[src/rtl/riscv_pkg.sv]
// rtl/riscv_pkg.sv - shared issue-stage types, one-hot instruction codes and serial classifier
//
// Purpose: issue FSM state encoding, the one-hot Single_Instruction codes
// carried as payload, and is_serial() used by the decode glue to drive in_serial.
// Ports: none (package).
package riscv_pkg;

  typedef enum logic [1:0] {
    ISS_RUN    = 2'd0,
    ISS_DRAIN  = 2'd1,
    ISS_SERIAL = 2'd2
  } iss_state_t;

  localparam int NUM_INST = 64;
  typedef logic [NUM_INST-1:0] inst_code_t;

  localparam inst_code_t inst_add     = 64'h1 << 0;
  localparam inst_code_t inst_sub     = 64'h1 << 1;
  localparam inst_code_t inst_addi    = 64'h1 << 2;
  localparam inst_code_t inst_lw      = 64'h1 << 3;
  localparam inst_code_t inst_sw      = 64'h1 << 4;
  localparam inst_code_t inst_beq     = 64'h1 << 5;
  localparam inst_code_t inst_jal     = 64'h1 << 6;
  localparam inst_code_t inst_lui     = 64'h1 << 7;
  localparam inst_code_t inst_csrrw   = 64'h1 << 8;
  localparam inst_code_t inst_csrrs   = 64'h1 << 9;
  localparam inst_code_t inst_csrrc   = 64'h1 << 10;
  localparam inst_code_t inst_csrrwi  = 64'h1 << 11;
  localparam inst_code_t inst_csrrsi  = 64'h1 << 12;
  localparam inst_code_t inst_csrrci  = 64'h1 << 13;
  localparam inst_code_t inst_fence   = 64'h1 << 14;
  localparam inst_code_t inst_fence_i = 64'h1 << 15;
  localparam inst_code_t inst_ecall   = 64'h1 << 16;
  localparam inst_code_t inst_ebreak  = 64'h1 << 17;
  localparam inst_code_t inst_mret    = 64'h1 << 18;
  localparam inst_code_t inst_sret    = 64'h1 << 19;
  localparam inst_code_t inst_wfi     = 64'h1 << 20;

  // Everything that must see an empty pipeline before and after it.
  localparam inst_code_t SERIAL_MASK =
      inst_csrrw | inst_csrrs | inst_csrrc | inst_csrrwi | inst_csrrsi |
      inst_csrrci | inst_fence | inst_fence_i | inst_ecall | inst_ebreak |
      inst_mret | inst_sret | inst_wfi;

  function automatic logic is_serial(input inst_code_t payload);
    return |(payload & SERIAL_MASK);
  endfunction

endpackage

[src/rtl/issue_sb_regs.sv]
// rtl/issue_sb_regs.sv - 32-entry register busy scoreboard with set-wins and x0 masking
//
// Purpose: one busy bit per architectural register.
// Ports:
//   clk, rst                 clock, asynchronous active-high reset
//   set_en, set_idx          mark a register busy (new in-flight writer)
//   clr_en, clr_idx          writeback clear
//   flush_clr_en/idx         clear the bit owned by a squashed instruction
//   busy                     registered busy vector, bit 0 always 0
module issue_sb_regs (
  input  logic        clk,
  input  logic        rst,
  input  logic        set_en,
  input  logic [4:0]  set_idx,
  input  logic        clr_en,
  input  logic [4:0]  clr_idx,
  input  logic        flush_clr_en,
  input  logic [4:0]  flush_clr_idx,
  output logic [31:0] busy
);

  logic [31:0] busy_next;

  // Clears first, set last, so a same-cycle set on the same index wins.
  always_comb begin
    busy_next = busy;
    if (clr_en)       busy_next[clr_idx]       = 1'b0;
    if (flush_clr_en) busy_next[flush_clr_idx] = 1'b0;
    if (set_en)       busy_next[set_idx]       = 1'b1;
    busy_next[0] = 1'b0;
  end

  always_ff @(posedge clk or posedge rst) begin
    if (rst) busy <= '0;
    else     busy <= busy_next;
  end

endmodule

[src/rtl/issue_scoreboard.sv]
// rtl/issue_scoreboard.sv - single-entry issue register with RAW/WAW scoreboard and serialization
//
// Purpose: registers decoded instructions toward execute, stalling on
// scoreboard hazards, the in-flight limit and serializing instructions.
// Optional feature macro: ISSUE_WB_BYPASS_EN (writeback clears the hazard in
// the same cycle instead of one cycle later).
// Ports:
//   i_clk, i_rst                      clock, asynchronous active-high reset
//   in_valid/in_ready                 decode handshake
//   in_rd/rs1/rs2, in_uses_*, in_writes_rd, in_serial, in_payload  instruction
//   out_valid/out_ready               execute handshake
//   out_rd/rs1/rs2, out_payload       issue register contents
//   wb_valid, wb_rd                   writeback clears a busy bit
//   retire                            one fired instruction completed
//   i_flush                           squash the issue register
//   busy_o                            scoreboard vector (debug)
module issue_scoreboard
  import riscv_pkg::*;
#(
  parameter int MAX_INFLIGHT = 4,
  parameter int CNT_W        = $clog2(MAX_INFLIGHT + 1)
) (
  input  logic        i_clk,
  input  logic        i_rst,
  input  logic        in_valid,
  output logic        in_ready,
  input  logic [4:0]  in_rd,
  input  logic [4:0]  in_rs1,
  input  logic [4:0]  in_rs2,
  input  logic        in_uses_rs1,
  input  logic        in_uses_rs2,
  input  logic        in_writes_rd,
  input  logic        in_serial,
  input  logic [63:0] in_payload,
  output logic        out_valid,
  input  logic        out_ready,
  output logic [4:0]  out_rd,
  output logic [4:0]  out_rs1,
  output logic [4:0]  out_rs2,
  output logic [63:0] out_payload,
  input  logic        wb_valid,
  input  logic [4:0]  wb_rd,
  input  logic        retire,
  input  logic        i_flush,
  output logic [31:0] busy_o
);

  iss_state_t        state, state_next;
  logic [CNT_W-1:0]  cnt;
  logic              out_wr;      // held instruction owns sb[out_rd]
  logic [31:0]       sb;
  logic [31:0]       sb_eff;
  logic              hazard;
  logic              drain_ok;
  logic              room_ok;
  logic              accept;
  logic              fire;
  logic              retire_eff;

`ifdef ISSUE_WB_BYPASS_EN
  logic [31:0] wb_mask;
  assign wb_mask = {32{wb_valid}} & (32'd1 << wb_rd);
  assign sb_eff  = sb & ~wb_mask;
`else
  assign sb_eff  = sb;
`endif

  assign hazard = (in_uses_rs1  && sb_eff[in_rs1]) ||
                  (in_uses_rs2  && sb_eff[in_rs2]) ||
                  (in_writes_rd && sb_eff[in_rd]);

  assign drain_ok = (cnt == '0) && !out_valid;

  // The held instruction is counted as if already fired so a fire plus a new
  // accept can never push the in-flight total past the limit.
  assign room_ok = (({1'b0, cnt} + (CNT_W+1)'(out_valid)) < (CNT_W+1)'(MAX_INFLIGHT));

  assign accept     = in_valid && in_ready;
  // A squashed instruction is not handed to execute, so it never counts.
  assign fire       = out_valid && out_ready && !i_flush;
  assign retire_eff = retire && (cnt != '0);

  // FSM: state register
  always_ff @(posedge i_clk or posedge i_rst) begin
    if (i_rst) state <= ISS_RUN;
    else       state <= state_next;
  end

  // FSM: next state
  always_comb begin
    state_next = state;
    if (i_flush) begin
      state_next = ISS_RUN;
    end else begin
      case (state)
        ISS_RUN: begin
          if (accept && in_serial)                    state_next = ISS_SERIAL;
          else if (in_valid && in_serial && !drain_ok) state_next = ISS_DRAIN;
        end
        ISS_DRAIN:  if (drain_ok) state_next = ISS_RUN;
        // cnt==0 covers a retire seen before the serial instruction fired.
        ISS_SERIAL: if (retire && (cnt <= CNT_W'(1))) state_next = ISS_RUN;
        default:    state_next = ISS_RUN;
      endcase
    end
  end

  // FSM: outputs
  always_comb begin
    in_ready = (!out_valid || out_ready) && (state == ISS_RUN) && !hazard &&
               room_ok && (!in_serial || drain_ok) && !i_flush;
  end

  always_ff @(posedge i_clk or posedge i_rst) begin
    if (i_rst) begin
      cnt <= '0;
    end else begin
      case ({fire, retire_eff})
        2'b10:   cnt <= cnt + CNT_W'(1);
        2'b01:   cnt <= cnt - CNT_W'(1);
        default: cnt <= cnt;
      endcase
    end
  end

  always_ff @(posedge i_clk or posedge i_rst) begin
    if (i_rst) begin
      out_valid   <= 1'b0;
      out_wr      <= 1'b0;
      out_rd      <= '0;
      out_rs1     <= '0;
      out_rs2     <= '0;
      out_payload <= '0;
    end else if (i_flush) begin
      out_valid <= 1'b0;
      out_wr    <= 1'b0;
    end else if (accept) begin
      out_valid   <= 1'b1;
      out_wr      <= in_writes_rd && (in_rd != 5'd0);
      out_rd      <= in_rd;
      out_rs1     <= in_rs1;
      out_rs2     <= in_rs2;
      out_payload <= in_payload;
    end else if (fire) begin
      out_valid <= 1'b0;
      out_wr    <= 1'b0;
    end
  end

  issue_sb_regs u_sb (
    .clk           (i_clk),
    .rst           (i_rst),
    .set_en        (accept && in_writes_rd && (in_rd != 5'd0)),
    .set_idx       (in_rd),
    .clr_en        (wb_valid),
    .clr_idx       (wb_rd),
    .flush_clr_en  (i_flush && out_valid && out_wr),
    .flush_clr_idx (out_rd),
    .busy          (sb)
  );

  assign busy_o = sb;

endmodule

[config.mk]
export PLATFORM = sky130hd
export DESIGN_NAME = issue_scoreboard
export DESIGN_NICKNAME = d
export VERILOG_FILES = /design/src/rtl/riscv_pkg.sv /design/src/rtl/issue_sb_regs.sv /design/src/rtl/issue_scoreboard.sv
export SDC_FILE = /design/constraint.sdc
export NUM_CORES = 1
export LEC_CHECK = 0
export ABC_AREA = 1
export CAP_MARGIN = 5
export CORE_AREA = 2 2 147 149
export CTS_BUF_LIST = sky130_fd_sc_hd__clkbuf_4 sky130_fd_sc_hd__clkbuf_8
export CTS_CLUSTER_DIAMETER = 60
export DETAILED_ROUTE_END_ITERATION = 6
export DIE_AREA = 0 0 149 151
export GPL_ROUTABILITY_DRIVEN = 0
export PLACE_DENSITY = 0.58
export RECOVER_POWER = 50
export SYNTH_ARGS = -nofsm -noshare
export SYNTH_HDL_FRONTEND = slang
export SYNTH_SLANG_ARGS = --single-unit
export TNS_END_PERCENT = 30
[constraint.sdc]
create_clock -name i_clk -period 8.1 [get_ports i_clk]
set_input_delay 1.62 -clock i_clk [delete_from_list [all_inputs] [get_ports i_clk]]
set_output_delay 1.62 -clock i_clk [all_outputs]
set_load 0.005 [all_outputs]
==> summary.md <==
Status
- status: finished with violations
- violations in the final reports: capacitance limit, slew limit

Yosys
- post-synthesis cell type with the largest combined area: dfrtp_1
- main combinational cell family by area after synthesis: simple AND/OR/NAND/NOR gates
- multiplexer area fraction after synthesis: 0%
- number of synthesized flops with an enable pin: 0
- Post-Syn Area: 6140 µm²
- adder and majority cell fraction of the synthesized area: 1.02%
- asr flop ratio synth: 100%
- largest cells by area after synthesis: dfrtp_1, nand2_1, nand3_1, o221ai_1, nor2_1
- synthesized-area fraction occupied by ao, oa, aoi and oai cells: 8.70%
- top cell types by occurrence after synthesis: nand2_1, dfrtp_1, nand3_1, nor2_1, inv_1
- flip-flop cell with the highest count after synthesis: dfrtp_1
- Ys Warns: 0
- Post-Synthesis Cells: 838
- post-synthesis sequential element count: 117
- synthesized-area fraction occupied by xor and xnor cells: 0.428%
- post-synthesis average cell area: 7.33 µm²
- number of distinct library cells after synthesis: 27
- Seq/Total Area, Yosys: 47.7%
- post-synth top area share: 47.7%
- Post-Synth Simple-Gate Area: 35.6%
- most common cell in the netlist: nand2_1
- Post-Syn Nets: 938

STA
- Least-Margin Pin Slew: 2.42 ns
- peak clock frequency supported by timing: 0.169 GHz
- final number of hold-violating endpoints: 0
- Final Critical Period: 5.93 ns
- RSZ-0062 raised after global routing: false
- period utilisation layout: 73.2%
- aggregate negative setup slack: 0 ns
- maximum clock skew at final layout: 0.0186 ns
- Setup Viol. Count Final: 0
- worst slew margin relative to its limit: -62.1%
- Pins Over Slew Limit: 54

Floorplan
- placement row count: 53
- placeable core region: 20,800 µm²
- Die ar.: 22,500 µm²
- DIE HEIGHT: 151 µm
- count of boundary I/O pins: 208
- initial core utilization: 29.5%
- Die X: 149 µm

CTS
- number of H-tree levels: 4
- post-CTS sizing: 0
- TritonCTS Sinks: 117
- total of hold buffers inserted after clock tree synthesis: 0
- buffer type at the clock tree root: clkbuf_8
- Post CTS Setup Buffer Count: 0
- register clock-pin slew on the reported worst setup and hold paths: 0.06 ns
- TritonCTS clock tree: yes
- worst-case clock buffer depth: 2
- number of buffers inserted during clock tree synthesis: 17
- clock latency on the worst-skew pair: 0.45 ns

Placed design
- Detail Placement HPWL: 16,300 µm
- cell count after placement: 1,289
- number of buffers added on ports: 206

Pwr
- maximum vdd ir drop: 0.112 mV
- combinational power share: 35.0%
- sequential share of power: 40.5%
- leakage power summed over all cells: 4.37 nW
- internal power: 1.48 mW
- switching fraction of total power: 34.2%
- net switching power: 0.768 mW
- share of power burned in the clock network: 24.5%
- Pwr Density: 256 nW/µm²
- PnR Total Power: 2.25 mW

Flow run
- maximum capacitance violations: 1

Worst setup path
- data arrival time of the critical path: 4.31 ns
- Crit path required time: 6.48 ns
- CP startpoint: in_rd[0]
- type of element launching the critical path: input port
- length in cells of the worst reg-to-reg path: 13
- Critical Path Sink Type: primary output
- top fanout value on the critical path: 20
- worst r2r src: cnt[0]
- type of the setup path with the least slack: input port to primary output
- end of the critical path: in_ready
- Reg2Reg Capture Point: u_sb.busy[1]
- minimum setup slack among reg-to-reg paths: 5.04 ns

Final layout
- share of the core filled with cells in the final layout: 42.3%
- share of layout cells above drive strength 1: 4.40%
- area growth from synthesis to layout: 43.3%
- Layout Nets: 1,133
- non-filler cells in the finished layout: 1,322
- fill cell instance count of the final layout: 2,163

Global routing
- overall global routing resource usage: 19.9%
- wire length of the first global-routing pass: 34,200 µm
- initial antenna violation count: 0
- largest net degree at the start of global routing: 98
- grt ovf: 0
- vias in the first global route: 5,862

Route
- number of vias per cell: 4.86
- DR DRC count: 0
- 1st-pass router iterations: 5
- DRT iter0 DRCs: 643
- number of nets with antenna violations after routing: 0
- post-detailed-route wirelength per cell: 17.2 µm
- number of vias after detailed routing: 6,421
- routed wire length: 22,800 µm

Min path
- min-delay src: out_payload[0]
- min-delay worst type: flip-flop to flip-flop

-- power by group through the flow --
stage	Sequential (mW)	Combinational (mW)	Clock (mW)
after floorplan	0.925	0.309	0
after global placement	0.923	0.858	0
after detailed placement	0.930	0.864	0
after CTS	0.919	0.868	0.567
after global routing	0.937	0.881	0.596
final	0.910	0.787	0.551
-- cell type report --
class / instances / area, µm² / area share (%)
antenna: 1 / 2.50 / 0.0284
clock buffer: 18 / 248 / 2.82
clock inverter: 14 / 148 / 1.68
inverter: 62 / 234 / 2.66
multi-input combinational: 626 / 2810 / 31.9
sequential: 117 / 2930 / 33.3
tap: 275 / 344 / 3.91
timing repair buffer: 209 / 2080 / 23.7
-- worst max-delay path, stage by stage --
cell and delay [ns]:
clkdlybuf4s50_1 0.76, inv_2 0.40, nor2_1 0.12, nand2_1 0.10
nand3_1 0.07, nand2_1 0.06, nand2_1 0.06, nor2_1 0.10
nand2_1 0.08, nand2_1 0.06, nand2_1 0.08, nor2_4 0.16
nand2_1 0.06, inv_1 0.05, clkdlybuf4s50_1 0.54
-- sequential cells by signal, summed over array words and instances (netlist names) --
signal and count:
u_sb.busy 31, cnt 3, out_payload 64, out_valid 1, out_rs1 5, out_rd 5
state 2, out_wr 1, out_rs2 5
-- per-stage QoR --
| stage | setup WS (ns) | hold slack [ns] | instance area, µm² |
|---|---|---|---|
| floorplan | 3.38 | 0.472 | 6140 |
| global placement | 2.20 | 0.461 | 8400 |
| detailed placement | 2.17 | 0.464 | 8400 |
| CTS | 2.17 | 0.481 | 8800 |
| global route | 1.92 | 0.495 | 8800 |
| finish | 2.17 | 0.474 | 8800 |
-- worst min-delay path by stage --
| stage | to | slack (ns) | cells after the start |
|---|---|---|---|
| floorplan | out_payload[0] | 0.47 | 2 |
| global placement | out_payload[63] | 0.46 | 2 |
| detailed placement | out_payload[37] | 0.46 | 2 |
| CTS | out_payload[6] | 0.48 | 2 |
| global route | out_payload[11] | 0.49 | 2 |
| finish | out_payload[0] | 0.47 | 2 |
-- cells by family after synthesis --
logic type / after synthesis
AOI/OAI and AO/OA: 81
xor gates and xnor gates: 3
adders and majority gates: 5
buffers and inverters: 95
DFF: 117
other: 1
and+or+nand+nor: 536
-- cell usage in the layout, fill, tap and decap left out --
cell,count
nand4_1,3
nand2_1,368
inv_1,55
clkinvlp_2,1
a21oi_1,10
buf_4,3
ha_1,5
nor3_1,12
bufinv_16,2
a31oi_1,2
dlygate4sd3_1,99
and3_1,1
xnor2_1,2
o21ai_0,30
diode_2,1
o221ai_1,31
dfrtp_1,117
nand3_4,1
nand3b_1,1
nor2_4,2
clkdlybuf4s50_1,107
xor2_1,1
conb_1,1
o21ai_1,4
nor2_1,57
inv_6,4
nand3_1,90
o211ai_1,4
clkinvlp_4,5
inv_2,6
or2_2,1
clkinv_2,3
clkbuf_8,18
-- per-layer routing --
metal / track usage (%) / routed length [µm] / up-vias
li1: - / - / 3118
met1: 26.2 / 9670 / 2963
met2: 31.5 / 10800 / 284
met3: 5.03 / 1760 / 56
met4: 7.33 / 586 / 0
met5: 0 / 0 / -
(Power assumes the default switching activity.)
